$ cat config.mk
export PLATFORM = sky130hd
export DESIGN_NAME = tandem_app_axil_led_flat
export DESIGN_NICKNAME = d
export VERILOG_FILES = /design/src/rtl/tandem_app_axil_led_if.sv /design/src/rtl/tandem_app_axil_led.sv /design/src/flat_wrapper.sv
export SDC_FILE = /design/constraint.sdc
export NUM_CORES = 1
export LEC_CHECK = 0
export CAP_MARGIN = 25
export CORE_MARGIN = 3
export CORE_UTILIZATION = 55
export CTS_CLUSTER_DIAMETER = 60
export CTS_CLUSTER_SIZE = 14
export DETAILED_ROUTE_END_ITERATION = 16
export PLACE_DENSITY_LB_ADDON = 0.12
export SYNTH_ARGS = -nofsm -noshare
export SYNTH_HDL_FRONTEND = slang
export SYNTH_SLANG_ARGS = --single-unit
$ cat constraint.sdc
create_clock -name axi_aclk -period 13.2 [get_ports axi_aclk]
set_input_delay 2.64 -clock axi_aclk [delete_from_list [all_inputs] [get_ports axi_aclk]]
set_output_delay 2.64 -clock axi_aclk [all_outputs]
set_load 0.01 [all_outputs]
$ cat src/rtl/tandem_app_axil_led_if.sv
// AXI4-Lite bus bundle for the tandem LED register bank.
interface tandem_app_axil_led_if #(
   parameter int ADDR_WIDTH = 16,
   parameter int DATA_WIDTH = 32,
   parameter int STRB_WIDTH = DATA_WIDTH / 8
);
   logic [ADDR_WIDTH-1:0] awaddr;
   logic [2:0]            awprot;
   logic                  awvalid;
   logic                  awready;
   logic [DATA_WIDTH-1:0] wdata;
   logic [STRB_WIDTH-1:0] wstrb;
   logic                  wvalid;
   logic                  wready;
   logic [1:0]            bresp;
   logic                  bvalid;
   logic                  bready;
   logic [ADDR_WIDTH-1:0] araddr;
   logic [2:0]            arprot;
   logic                  arvalid;
   logic                  arready;
   logic [DATA_WIDTH-1:0] rdata;
   logic [1:0]            rresp;
   logic                  rvalid;
   logic                  rready;

   modport master (
      output awaddr, awprot, awvalid, input awready,
      output wdata, wstrb, wvalid, input wready,
      input bresp, bvalid, output bready,
      output araddr, arprot, arvalid, input arready,
      input rdata, rresp, rvalid, output rready
   );

   modport slave (
      input awaddr, awprot, awvalid, output awready,
      input wdata, wstrb, wvalid, output wready,
      output bresp, bvalid, input bready,
      input araddr, arprot, arvalid, output arready,
      output rdata, rresp, rvalid, input rready
   );
endinterface

$ cat src/rtl/tandem_app_axil_led.sv
// AXI4-Lite register bank driving an LED array (off / on / blink / PWM).
// Map: 0x00 ID, 0x04 SCRATCH, 0x08 CTRL, 0x0C PRESCALE, 0x10+4n LED_CFG[n].
// Optional macro LED_PWM_EN: adds the PWM counter, duty field and mode 3
// drive. Without it, mode 3 is stored but the LED stays dark and duty reads 0.
module tandem_app_axil_led #(
   parameter int          DATA_WIDTH   = 32,
   parameter int          ADDR_WIDTH   = 16,
   parameter int          STRB_WIDTH   = 4,
   parameter int          LED_COUNT    = 8,
   parameter logic [31:0] ID_VALUE     = 32'h1ED0_0001,
   parameter logic [31:0] PRESCALE_RST = 32'd25_000_000
) (
   input  logic                 axi_aclk,
   input  logic                 axi_areset,
   tandem_app_axil_led_if.slave s_axil,
   output logic [LED_COUNT-1:0] LED
);

   localparam int IW = ADDR_WIDTH - 2;

   logic                  ready_en;
   logic                  aw_held;
   logic [IW-1:0]         aw_idx;
   logic                  w_held;
   logic [DATA_WIDTH-1:0] w_data;
   logic [STRB_WIDTH-1:0] w_strb;
   logic                  bvalid_q;
   logic [1:0]            bresp_q;
   logic                  rvalid_q;
   logic [1:0]            rresp_q;
   logic [DATA_WIDTH-1:0] rdata_q;

   logic [31:0] scratch;
   logic [31:0] prescale;
   logic [31:0] pre_cnt;
   logic        ctrl_en;
   logic        blink_ph;
   logic [1:0]  cfg_mode [LED_COUNT];
`ifdef LED_PWM_EN
   logic [7:0]  cfg_duty [LED_COUNT];
   logic [7:0]  pwm_cnt;
`endif

   logic          commit;
   logic          wr_err;
   logic          clr_cnt;
   logic [IW-1:0] ar_idx;
   logic [31:0]   rd_data;
   logic          rd_err;

   // ready_en keeps every ready low while reset is applied and for the first edge after it
   assign s_axil.awready = ready_en && !aw_held && !bvalid_q;
   assign s_axil.wready  = ready_en && !w_held && !bvalid_q;
   assign s_axil.arready = ready_en && !rvalid_q;
   assign s_axil.bvalid  = bvalid_q;
   assign s_axil.bresp   = bresp_q;
   assign s_axil.rvalid  = rvalid_q;
   assign s_axil.rresp   = rresp_q;
   assign s_axil.rdata   = rdata_q;

   assign commit  = aw_held && w_held && !bvalid_q;
   assign wr_err  = aw_idx >= IW'(4 + LED_COUNT);
   assign clr_cnt = commit && (aw_idx == IW'(2)) && w_strb[0] && w_data[1];
   assign ar_idx  = s_axil.araddr[ADDR_WIDTH-1:2];

   // Capture AW and W independently, commit once both are held, then respond on B
   always_ff @(posedge axi_aclk or posedge axi_areset) begin
      if (axi_areset) begin
         ready_en <= 1'b0;
         aw_held  <= 1'b0;
         aw_idx   <= '0;
         w_held   <= 1'b0;
         w_data   <= '0;
         w_strb   <= '0;
         bvalid_q <= 1'b0;
         bresp_q  <= 2'b00;
      end else begin
         ready_en <= 1'b1;
         if (s_axil.awvalid && s_axil.awready) begin
            aw_held <= 1'b1;
            aw_idx  <= s_axil.awaddr[ADDR_WIDTH-1:2];
         end
         if (s_axil.wvalid && s_axil.wready) begin
            w_held <= 1'b1;
            w_data <= s_axil.wdata;
            w_strb <= s_axil.wstrb;
         end
         if (commit) begin
            aw_held  <= 1'b0;
            w_held   <= 1'b0;
            bvalid_q <= 1'b1;
            bresp_q  <= wr_err ? 2'b10 : 2'b00;
         end else if (bvalid_q && s_axil.bready) begin
            bvalid_q <= 1'b0;
         end
      end
   end

   // Register file update on commit, byte-wise under wstrb
   always_ff @(posedge axi_aclk or posedge axi_areset) begin
      if (axi_areset) begin
         scratch  <= '0;
         prescale <= PRESCALE_RST;
         ctrl_en  <= 1'b0;
         for (int n = 0; n < LED_COUNT; n++) begin
            cfg_mode[n] <= 2'b00;
`ifdef LED_PWM_EN
            cfg_duty[n] <= 8'h00;
`endif
         end
      end else if (commit) begin
         if (aw_idx == IW'(1)) begin
            for (int b = 0; b < 4; b++)
               if (w_strb[b]) scratch[8*b +: 8] <= w_data[8*b +: 8];
         end else if (aw_idx == IW'(2)) begin
            if (w_strb[0]) ctrl_en <= w_data[0];
         end else if (aw_idx == IW'(3)) begin
            for (int b = 0; b < 4; b++)
               if (w_strb[b]) prescale[8*b +: 8] <= w_data[8*b +: 8];
         end else begin
            for (int n = 0; n < LED_COUNT; n++) begin
               if (aw_idx == IW'(n + 4)) begin
                  if (w_strb[0]) cfg_mode[n] <= w_data[1:0];
`ifdef LED_PWM_EN
                  if (w_strb[1]) cfg_duty[n] <= w_data[15:8];
`endif
               end
            end
         end
      end
   end

   // Blink prescaler and PWM counter; a counter clear beats the increment
   always_ff @(posedge axi_aclk or posedge axi_areset) begin
      if (axi_areset) begin
         pre_cnt  <= '0;
         blink_ph <= 1'b0;
`ifdef LED_PWM_EN
         pwm_cnt  <= 8'h00;
`endif
      end else if (clr_cnt) begin
         pre_cnt  <= '0;
         blink_ph <= 1'b0;
`ifdef LED_PWM_EN
         pwm_cnt  <= 8'h00;
`endif
      end else if (ctrl_en) begin
         // >= so that lowering PRESCALE below the running count wraps immediately
         if (pre_cnt >= prescale) begin
            pre_cnt  <= '0;
            blink_ph <= ~blink_ph;
         end else begin
            pre_cnt <= pre_cnt + 32'd1;
         end
`ifdef LED_PWM_EN
         pwm_cnt <= pwm_cnt + 8'd1;
`endif
      end
   end

   // Read mux over the decoded word index
   always_comb begin
      rd_data = '0;
      rd_err  = 1'b0;
      if (ar_idx >= IW'(4 + LED_COUNT)) begin
         rd_err = 1'b1;
      end else if (ar_idx == IW'(0)) begin
         rd_data = ID_VALUE;
      end else if (ar_idx == IW'(1)) begin
         rd_data = scratch;
      end else if (ar_idx == IW'(2)) begin
         rd_data = {31'b0, ctrl_en};
      end else if (ar_idx == IW'(3)) begin
         rd_data = prescale;
      end else begin
         for (int n = 0; n < LED_COUNT; n++) begin
            if (ar_idx == IW'(n + 4)) begin
               rd_data[1:0] = cfg_mode[n];
`ifdef LED_PWM_EN
               rd_data[15:8] = cfg_duty[n];
`endif
            end
         end
      end
   end

   // Register read response on AR handshake and hold it until rready
   always_ff @(posedge axi_aclk or posedge axi_areset) begin
      if (axi_areset) begin
         rvalid_q <= 1'b0;
         rresp_q  <= 2'b00;
         rdata_q  <= '0;
      end else if (s_axil.arvalid && s_axil.arready) begin
         rvalid_q <= 1'b1;
         rresp_q  <= rd_err ? 2'b10 : 2'b00;
         rdata_q  <= rd_data;
      end else if (rvalid_q && s_axil.rready) begin
         rvalid_q <= 1'b0;
      end
   end

   // Registered LED drive from mode, blink phase and PWM compare
   always_ff @(posedge axi_aclk or posedge axi_areset) begin
      if (axi_areset) begin
         LED <= '0;
      end else begin
         for (int n = 0; n < LED_COUNT; n++) begin
            if (!ctrl_en) begin
               LED[n] <= 1'b0;
            end else begin
               case (cfg_mode[n])
                  2'd0: LED[n] <= 1'b0;
                  2'd1: LED[n] <= 1'b1;
                  2'd2: LED[n] <= blink_ph;
`ifdef LED_PWM_EN
                  2'd3: LED[n] <= (pwm_cnt < cfg_duty[n]);
`else
                  2'd3: LED[n] <= 1'b0;
`endif
               endcase
            end
         end
      end
   end

endmodule

$ cat src/flat_wrapper.sv
// flat-port wrapper written by rule: the top's interface ports become plain ports
module tandem_app_axil_led_flat 
#(
   parameter int          DATA_WIDTH   = 32,
   parameter int          ADDR_WIDTH   = 16,
   parameter int          STRB_WIDTH   = 4,
   parameter int          LED_COUNT    = 8,
   parameter logic [31:0] ID_VALUE     = 32'h1ED0_0001,
   parameter logic [31:0] PRESCALE_RST = 32'd25_000_000
)
  (axi_aclk, axi_areset, LED, s_axil_awaddr, s_axil_awprot, s_axil_awvalid, s_axil_awready, s_axil_wdata, s_axil_wstrb, s_axil_wvalid, s_axil_wready, s_axil_bresp, s_axil_bvalid, s_axil_bready, s_axil_araddr, s_axil_arprot, s_axil_arvalid, s_axil_arready, s_axil_rdata, s_axil_rresp, s_axil_rvalid, s_axil_rready);
  tandem_app_axil_led_if #(.ADDR_WIDTH(ADDR_WIDTH), .DATA_WIDTH(DATA_WIDTH), .STRB_WIDTH(STRB_WIDTH)) s_axil_i ();
  input  logic axi_aclk;
  input  logic axi_areset;
  output logic [LED_COUNT-1:0] LED;
  input wire logic [$bits(s_axil_i.awaddr)-1:0] s_axil_awaddr;
  input wire logic [$bits(s_axil_i.awprot)-1:0] s_axil_awprot;
  input wire logic [$bits(s_axil_i.awvalid)-1:0] s_axil_awvalid;
  output wire logic [$bits(s_axil_i.awready)-1:0] s_axil_awready;
  input wire logic [$bits(s_axil_i.wdata)-1:0] s_axil_wdata;
  input wire logic [$bits(s_axil_i.wstrb)-1:0] s_axil_wstrb;
  input wire logic [$bits(s_axil_i.wvalid)-1:0] s_axil_wvalid;
  output wire logic [$bits(s_axil_i.wready)-1:0] s_axil_wready;
  output wire logic [$bits(s_axil_i.bresp)-1:0] s_axil_bresp;
  output wire logic [$bits(s_axil_i.bvalid)-1:0] s_axil_bvalid;
  input wire logic [$bits(s_axil_i.bready)-1:0] s_axil_bready;
  input wire logic [$bits(s_axil_i.araddr)-1:0] s_axil_araddr;
  input wire logic [$bits(s_axil_i.arprot)-1:0] s_axil_arprot;
  input wire logic [$bits(s_axil_i.arvalid)-1:0] s_axil_arvalid;
  output wire logic [$bits(s_axil_i.arready)-1:0] s_axil_arready;
  output wire logic [$bits(s_axil_i.rdata)-1:0] s_axil_rdata;
  output wire logic [$bits(s_axil_i.rresp)-1:0] s_axil_rresp;
  output wire logic [$bits(s_axil_i.rvalid)-1:0] s_axil_rvalid;
  input wire logic [$bits(s_axil_i.rready)-1:0] s_axil_rready;
  assign s_axil_i.awaddr = s_axil_awaddr;
  assign s_axil_i.awprot = s_axil_awprot;
  assign s_axil_i.awvalid = s_axil_awvalid;
  assign s_axil_awready = s_axil_i.awready;
  assign s_axil_i.wdata = s_axil_wdata;
  assign s_axil_i.wstrb = s_axil_wstrb;
  assign s_axil_i.wvalid = s_axil_wvalid;
  assign s_axil_wready = s_axil_i.wready;
  assign s_axil_bresp = s_axil_i.bresp;
  assign s_axil_bvalid = s_axil_i.bvalid;
  assign s_axil_i.bready = s_axil_bready;
  assign s_axil_i.araddr = s_axil_araddr;
  assign s_axil_i.arprot = s_axil_arprot;
  assign s_axil_i.arvalid = s_axil_arvalid;
  assign s_axil_arready = s_axil_i.arready;
  assign s_axil_rdata = s_axil_i.rdata;
  assign s_axil_rresp = s_axil_i.rresp;
  assign s_axil_rvalid = s_axil_i.rvalid;
  assign s_axil_i.rready = s_axil_rready;
  tandem_app_axil_led #(.DATA_WIDTH(DATA_WIDTH), .ADDR_WIDTH(ADDR_WIDTH), .STRB_WIDTH(STRB_WIDTH), .LED_COUNT(LED_COUNT), .ID_VALUE(ID_VALUE), .PRESCALE_RST(PRESCALE_RST)) u_core (.axi_aclk(axi_aclk), .axi_areset(axi_areset), .s_axil(s_axil_i), .LED(LED));
endmodule
* Word-level counts from Yosys, hierarchy flattened
Cells that the tools add are included.
** Storage, ports and cells
- Bits in registers :: 213
- Input bits :: 81
** Cells by class
- Add/sub/neg operators :: 1
- $lt $le $gt $ge :: 3
- Equal/unequal tests :: 46
- Multiplexer cells :: 47
- Bitwise gates (word level) :: 4
- Reduce and logical (&&, ||, !) cells :: 60
** Operator list (number)
- 32-bit two-way mux :: 7
- 14-bit by 3-bit == test with 1-bit output, second input constant :: 8
- 14-bit by 4-bit == test with 1-bit output, second input constant :: 8
- 14-bit by 2-bit == test with 1-bit output, second input constant :: 4
- 6-bit AND reduction :: 8
- 32-bit by 1-bit adder with 32-bit output, second input constant :: 1
- 2-bit == test, second input constant :: 16
- 32-bit >= comparator :: 1
- 30-bit two-way mux :: 1
- 14-bit by 1-bit == test with 1-bit output, second input constant :: 2
- 14-bit by 4-bit >= comparator with 1-bit output, second input constant :: 2
- 1-bit one-hot mux with 3 select lines :: 8
- 2-bit two-way mux :: 11
- 1-bit two-way mux :: 20
- 5-bit AND reduction :: 4
- 2-bit by 1-bit == test with 1-bit output, second input constant :: 8
- 2-bit logical NOT :: 8
- 2-bit OR reduction :: 8
- 1-bit logical AND :: 15
- 14-bit logical NOT :: 1
- 3-bit AND reduction :: 4
- 2-bit nonzero test :: 6
- 1-bit logical NOT :: 4
- 1-bit NOT :: 4
- other kinds (2) :: 2

* Longest topological paths before layout
Gate-level depths: netlist of the first run.
- Depth in word-level cells :: 14
- Mapped depth :: 9
- Depth with buffers taken out :: 8

* Worst setup path before layout of the first run
Ideal clock, no wire load.
- Path type :: input port to flip-flop
- Start :: in s_axil_araddr[7]
- End :: reg u_core.rdata_q[10], in the netlist u_core.s_axil.rdata[10]
- Data arrival time :: 4231 ps
- Slack :: 8886 ps
- Stages on the path :: 6
- Path buffers :: 1
- Cells stage by stage :: nor4_1 -> nand4_1 -> nor2_1 -> clkbuf_1 -> a22oi_1 -> o21ai_0
** Between the ends
- Longest elaborated chain between the ends :: 6
- Elaborated cells on any way between the ends :: 10
- Classes of those cells :: order compare (1); eq/ne (3); mux (5); reduce/logical (1)
** Ends and longest elaborated chain
- start: declaration :: RTL line flat_wrapper.sv:27 : input wire logic [$bits(s_axil_i.araddr)-1:0] s_axil_araddr;
- 14-bit by 2-bit == test with 1-bit output :: RTL line tandem_app_axil_led.sv:173 : end else if (ar_idx == IW'(3)) begin
- 30-bit two-way mux :: RTL line tandem_app_axil_led.sv:173
- 32-bit two-way mux :: RTL line tandem_app_axil_led.sv:171 : end else if (ar_idx == IW'(2)) begin
- 32-bit two-way mux :: RTL line tandem_app_axil_led.sv:169 : end else if (ar_idx == IW'(1)) begin
- 32-bit two-way mux :: RTL line tandem_app_axil_led.sv:167 : end else if (ar_idx == IW'(0)) begin
- 32-bit two-way mux * :: RTL line tandem_app_axil_led.sv:165 : if (ar_idx >= IW'(4 + LED_COUNT)) begin
- end signal: assignment :: RTL line tandem_app_axil_led.sv:196 : rdata_q <= rd_data;
- end: declaration :: RTL line tandem_app_axil_led.sv:31 : logic [DATA_WIDTH-1:0] rdata_q;
Mark *: on every way between the ends. The rest lies on a longest branch, timed or not.
A chain may end at the register's enable or synchronous reset.

* Worst setup path in the final report of the first run
- Start :: in s_axil_araddr[7]
- End :: reg u_core.rdata_q[18], in the netlist u_core.s_axil.rdata[18]
Same word-level chain as after synthesis.

==> impl_metrics.toml, run 1 <==
[clock_tree]
clock_latency_ns = 0.48
clk_root_buffer_cell = "clkbuf_16"
clock_path_buffers = 3
clock_sink_count = 211
cts.hold.buffers_added = 0
cts_setup_buffers = 0
cts_tree = "yes"
cts_buffers = 19
cts.repair.resized = 0
clkSlewWorstSetupHoldPaths_ns = 0.06
htree_num_levels = 1

[global_routing]
grt_max_degree = 108
antenna_found_initial = 1
overflow = 0
grt_pass1_wl_mm = 36.0
grt.total_usage = 0.222
grt_pass1_vias = 7095

[setup_path]
criticalPathCategory = "in2reg"
reg2reg_depth = 8
critPathLaunch = "s_axil_araddr[7]"
rrSetupSlack_ns = 10.00
r2r-end = "u_core.pre_cnt[23]"
worstPathRequired_ns = 13.59
critPathArrivalTime_ns = 5.86
start_kind = "primary input"
critPathCaptureType = "register"
cp_max_fo = 14
rr_startpoint = "u_core.prescale[24]"
crit_end = "u_core.s_axil.rdata[18]"

[power]
p_seq_frac = 0.529
power_leakage_nw = 5.25
irDropWorstVdd_v = 0.000101
clock_power_share = 0.346
p_sw_mw = 0.392
switching_share = 0.254
powerDensity_nw_per_um2 = 129
internal-power_mw = 1.15
comb_power_share = 0.125

[synthesis]
synth-main-ff-cell = "dfrtp_1"
ys_types = 60
synth_edf_count = 0
synth.cell_area_um2 = 10000
synth_seq_cells = 211
yosysSeqAreaShare = 0.529
synth.avg_cell_area_um2 = 11.4
syn_inst = 878
yosys_warnings = 0
async_flop_share = 1.00

[layout]
drive_gt1_frac = 0.188
syn2layout_area_growth_pct = 19.8
antenna_cells = 0
nNetsFinal = 1114
layout_common_cells = "dfrtp_1 (199), mux2_2 (132), clkdlybuf4s50_1 (117)"
final_common_cell = "dfrtp_1"
final_cell_area_um2 = 12000

[route]
post-route-drc-count = 0
viasPerCell = 5.67
wl_per_cell_um = 17.6
drt_iter0_markers = 402
drtPass1Iterations = 5
route.antenna.remaining_nets = 0
routed_wl_mm = 21.6
vias = 6958

[placement]
placed_area_um2 = 11400
pre_cts_ws_ns = 7.16
place_congestion = 0.834
io_buffers = 117
dp_hpwl_mm = 14.8

[sta]
setup_viol = 0
min_period_ns = 5.48
fin_ws_ns = 7.72
rsz0062_at_grt = "false"
fmax_ghz = 0.183
post-route-period-util = 0.415
fin_skew_ns = 0.0106
relSlewSlack = 0.342
worst_pin_slew_ns = 0.983
slew_viol_final = 0
finalHoldViolCount = 0
tns_ns = 0
hold-worst-slack_ns = 0.476

[min_path]
min_path_type = "reg2reg"

[outcome]
outcome = "complete, no violations"

[die]
die_area_um2 = 19800
rows = 48
core_area_um2 = 17500
io_pins = 130
start_util = 0.570
fp.dieW_um = 141
die_y_um = 141

[flow_run]
maxCapViolations = 0
==> worst max-delay path, stage by stage <==
cell and delay [ns]:
clkdlybuf4s50_1 0.40, nor4_1 0.60, nand4_1 0.58, nor2_1 0.93, buf_4 0.39, a22oi_1 0.12, o21ai_0 0.18
==> power groups by stage <==
stage / sequential [mW] / clock [mW] / combinational [mW]
after floorplan: 0.789 / 0 / 0.145
after global placement: 0.823 / 0 / 0.187
after detailed placement: 0.825 / 0 / 0.193
after CTS: 0.815 / 0.544 / 0.193
final: 0.816 / 0.534 / 0.192
after global routing: 0.829 / 0.574 / 0.212
==> cells by family after synthesis <==
logic type,after synthesis,share of synthesized area
other,2,0.000751
DFF,211,0.529
AOI/OAI and AO/OA,141,0.0888
muxes,136,0.155
adders and majority gates,41,0.0513
buffers and inverters,83,0.0324
and+or+nand+nor,240,0.121
xor gates and xnor gates,24,0.0210
==> registers in the layout (all words and copies together) (netlist names) <==
register	count
u_core.LED	8
u_core.aw_held	1
u_core.cfg_mode	16
u_core.s_axil.rdata	32
u_core.w_data	32
u_core.ready_en	1
u_core.w_held	1
u_core.ctrl_en	1
u_core.aw_idx	14
u_core.pre_cnt	32
u_core.scratch	32
u_core.s_axil.bvalid	1
u_core.s_axil.rresp	1
u_core.s_axil.rvalid	1
u_core.w_strb	4
u_core.blink_ph	1
u_core.s_axil.bresp	1
u_core.prescale	32
==> Yosys cell counts, drive strengths merged (5+ instances only) <==
library cell | count | share of area
and2 | 10 | 0.0063
nand2b | 6 | 0.0038
buf | 5 | 0.0031
dfrtp | 199 | 0.50
nand3 | 23 | 0.012
a21oi | 17 | 0.0085
or4 | 8 | 0.0064
dfstp | 12 | 0.032
inv | 49 | 0.018
a22oi | 23 | 0.017
xnor2 | 15 | 0.013
o21ai | 58 | 0.029
nor4 | 8 | 0.0063
ha | 41 | 0.051
nor2 | 51 | 0.019
a21o | 5 | 0.0038
clkbuf | 29 | 0.011
a31oi | 6 | 0.0038
xor2 | 9 | 0.0079
and3 | 9 | 0.0056
nor3 | 13 | 0.0065
nand2 | 76 | 0.029
o31ai | 7 | 0.0053
mux2 | 132 | 0.15
nand4 | 13 | 0.0081
==> layout make-up <==
class	instances	area, um^2
fill	1360	5550
sequential	211	5300
multi-input combinational	585	4390
timing repair buffer	126	1240
clock buffer	30	547
tap	225	282
inverter	49	191
clock inverter	2	35.0
==> per-stage QoR <==
step           std cells   util  power (mW)
6_report            1228  0.683        1.54
2_1_floorplan        879      -       0.933
3_5_place_dp        1193  0.648        1.02
4_1_cts             1225  0.682        1.55
3_3_place_gp        1192  0.648        1.01
5_1_grt             1228  0.683        1.61
==> worst min-delay path by stage <==
stage                              endpoint                    start  cells past startpoint
CTS                 u_core.s_axil.rdata[28]  u_core.s_axil.rdata[28]                      2
global placement    u_core.s_axil.rdata[28]  u_core.s_axil.rdata[28]                      2
global route        u_core.s_axil.rdata[10]  u_core.s_axil.rdata[10]                      2
floorplan                 u_core.aw_idx[11]        u_core.aw_idx[11]                      1
detailed placement  u_core.s_axil.rdata[28]  u_core.s_axil.rdata[28]                      2
finish               u_core.s_axil.rdata[5]   u_core.s_axil.rdata[5]                      2
==> metal layers <==
| layer | vias up | track usage | wire, um |
|---|---|---|---|
| li1 | 3360 | - | - |
| met1 | 3410 | 0.310 | 10100 |
| met2 | 162 | 0.360 | 10000 |
| met3 | 24 | 0.0519 | 1290 |
| met4 | 2 | 0.0449 | 278 |
| met5 | - | 0 | 9 |
Power figures use the tool's default switching activity.
==> run 2, diff against run 1 <==
clock period = 5.4 ns   (was 13.2 ns; I/O delays follow)
==> impl_metrics.toml, run 2 (synthesized netlist as in run 1, its figures left out) <==
[die]
core_area_um2 = 17500
die_area_um2 = 19800
die_y_um = 141
start_util = 0.570
fp.dieW_um = 141
rows = 48
io_pins = 130

[min_path]
worstHoldEndpoint = "u_core.s_axil.rdata[3]"
min_path_type = "reg2reg"
min_path_cells = 2
hold_start = "u_core.s_axil.rdata[3]"

[setup_path]
critPathCaptureType = "register"
criticalPathCategory = "in2reg"
worstPathRequired_ns = 5.82
rr_startpoint = "u_core.prescale[24]"
reg2reg_depth = 8
critPathLaunch = "s_axil_araddr[6]"
rrSetupSlack_ns = 2.23
r2r-end = "u_core.pre_cnt[31]"
critPathArrivalTime_ns = 3.82
cp_max_fo = 24
start_kind = "primary input"

[route]
drtPass1Iterations = 4
routed_wl_mm = 21.6
vias = 7024
viasPerCell = 5.70
post-route-drc-count = 0
route.antenna.remaining_nets = 0
drt_iter0_markers = 435
wl_per_cell_um = 17.5

[global_routing]
grt.total_usage = 0.221
grt_pass1_wl_mm = 35.9
grt_pass1_vias = 7085
grt_max_degree = 87
antenna_found_initial = 1
overflow = 0

[power]
powerDensity_nw_per_um2 = 317
power_leakage_nw = 5.27
irDropWorstVdd_v = 0.000248

[placement]
placed_area_um2 = 11400
dp_hpwl_mm = 15.0
place_congestion = 0.844
io_buffers = 117

[clock_tree]
clk_root_buffer_cell = "clkbuf_16"
clock_path_buffers = 3
cts.hold.buffers_added = 0
clock_sink_count = 211
cts_setup_buffers = 0
cts_buffers = 19
clock_latency_ns = 0.50
clkSlewWorstSetupHoldPaths_ns = 0.07
htree_num_levels = 1
cts_tree = "yes"
cts.repair.resized = 0

[flow_run]
maxCapViolations = 0

[sta]
min_period_ns = 3.40
post-route-period-util = 0.630
tns_ns = 0
fmax_ghz = 0.294
rsz0062_at_grt = "false"
fin_skew_ns = 0.0189
finalHoldViolCount = 0
slew_viol_final = 0
setup_viol = 0
relSlewSlack = 0.360
worst_pin_slew_ns = 0.959

[layout]
ff_latch_area_um2 = 5300
multi_input_area_um2 = 4390
final_cell_area_um2 = 12100
syn2layout_area_growth_pct = 20.5
layout_common_cells = "dfrtp_1 (199), mux2_2 (132), clkdlybuf4s50_1 (117)"
antenna_cells = 0
final_common_cell = "dfrtp_1"
fill_cells = 1341
drive_gt1_frac = 0.189
nNetsFinal = 1116

[outcome]
outcome = "complete, no violations"
-- run 2: changes by cell type in the layout (fill, tap and decap cells not counted), sizes merged --
| cell | delta |
|---|---|
| bufinv | +1 |
| clkinv | -1 |
| clkinvlp | +1 |
| buf | +3 |
-- run 2: worst max-delay path: stages --
cell and delay, ns:
clkdlybuf4s50_1 0.41, nor4_1 0.65, nand3_1 0.25, a21o_1 0.24
a211o_1 0.58, or3_1 0.47, o21ai_0 0.13
-- run 2: routing by layer --
metal / global-route usage / up-vias / part of all wire
met4: 0.0449 / 2 / 0.013
met1: 0.304 / 3497 / 0.45
met2: 0.365 / 145 / 0.47
met5: 0 / - / 0.00032
li1: - / 3350 / -
met3: 0.0499 / 30 / 0.064
-- run 2: final cells by class --
cell class                      count  area share
Clock buffer                       31      0.0440
Tap cell                          225      0.0234
Timing Repair Buffer              128       0.108
Inverter                           49      0.0156
Clock inverter                      3     0.00571
Multi-Input combinational cell    585       0.364
Sequential cell                   211       0.439
-- run 2: stage by stage --
step | util | power, mW | cells | setup slack [ns] | hold WS, ns
after global routing | 0.687 | 4.00 | 1232 | 1.84 | 0.504
final | 0.687 | 3.82 | 1232 | 2.00 | 0.481
after global placement | 0.650 | 2.47 | 1193 | 1.53 | 0.462
after floorplan | - | 2.28 | 879 | 1.59 | 0.472
after CTS | 0.685 | 3.85 | 1229 | 2.02 | 0.484
after detailed placement | 0.650 | 2.50 | 1195 | 1.50 | 0.466
-- run 2: report_power, final --
group / internal, mW / switching, mW / leakage [nW]
sequential: 1.79 / 0.202 / 2.78
combinational: 0.283 / 0.193 / 2.21
clock: 0.770 / 0.579 / 0.287
total: 2.84 / 0.974 / 5.27
-- run 2: how the worst max path moves through the flow --
stage | to | cells after the start | slack [ns]
detailed placement | u_core.s_axil.rdata[1] | 7 | 1.50
global route | u_core.s_axil.rdata[1] | 7 | 1.84
finish | u_core.s_axil.rdata[1] | 7 | 2.00
floorplan | u_core.LED[0] | 1 | 1.59
CTS | u_core.s_axil.rdata[1] | 7 | 2.02
global placement | u_core.s_axil.rdata[1] | 7 | 1.53
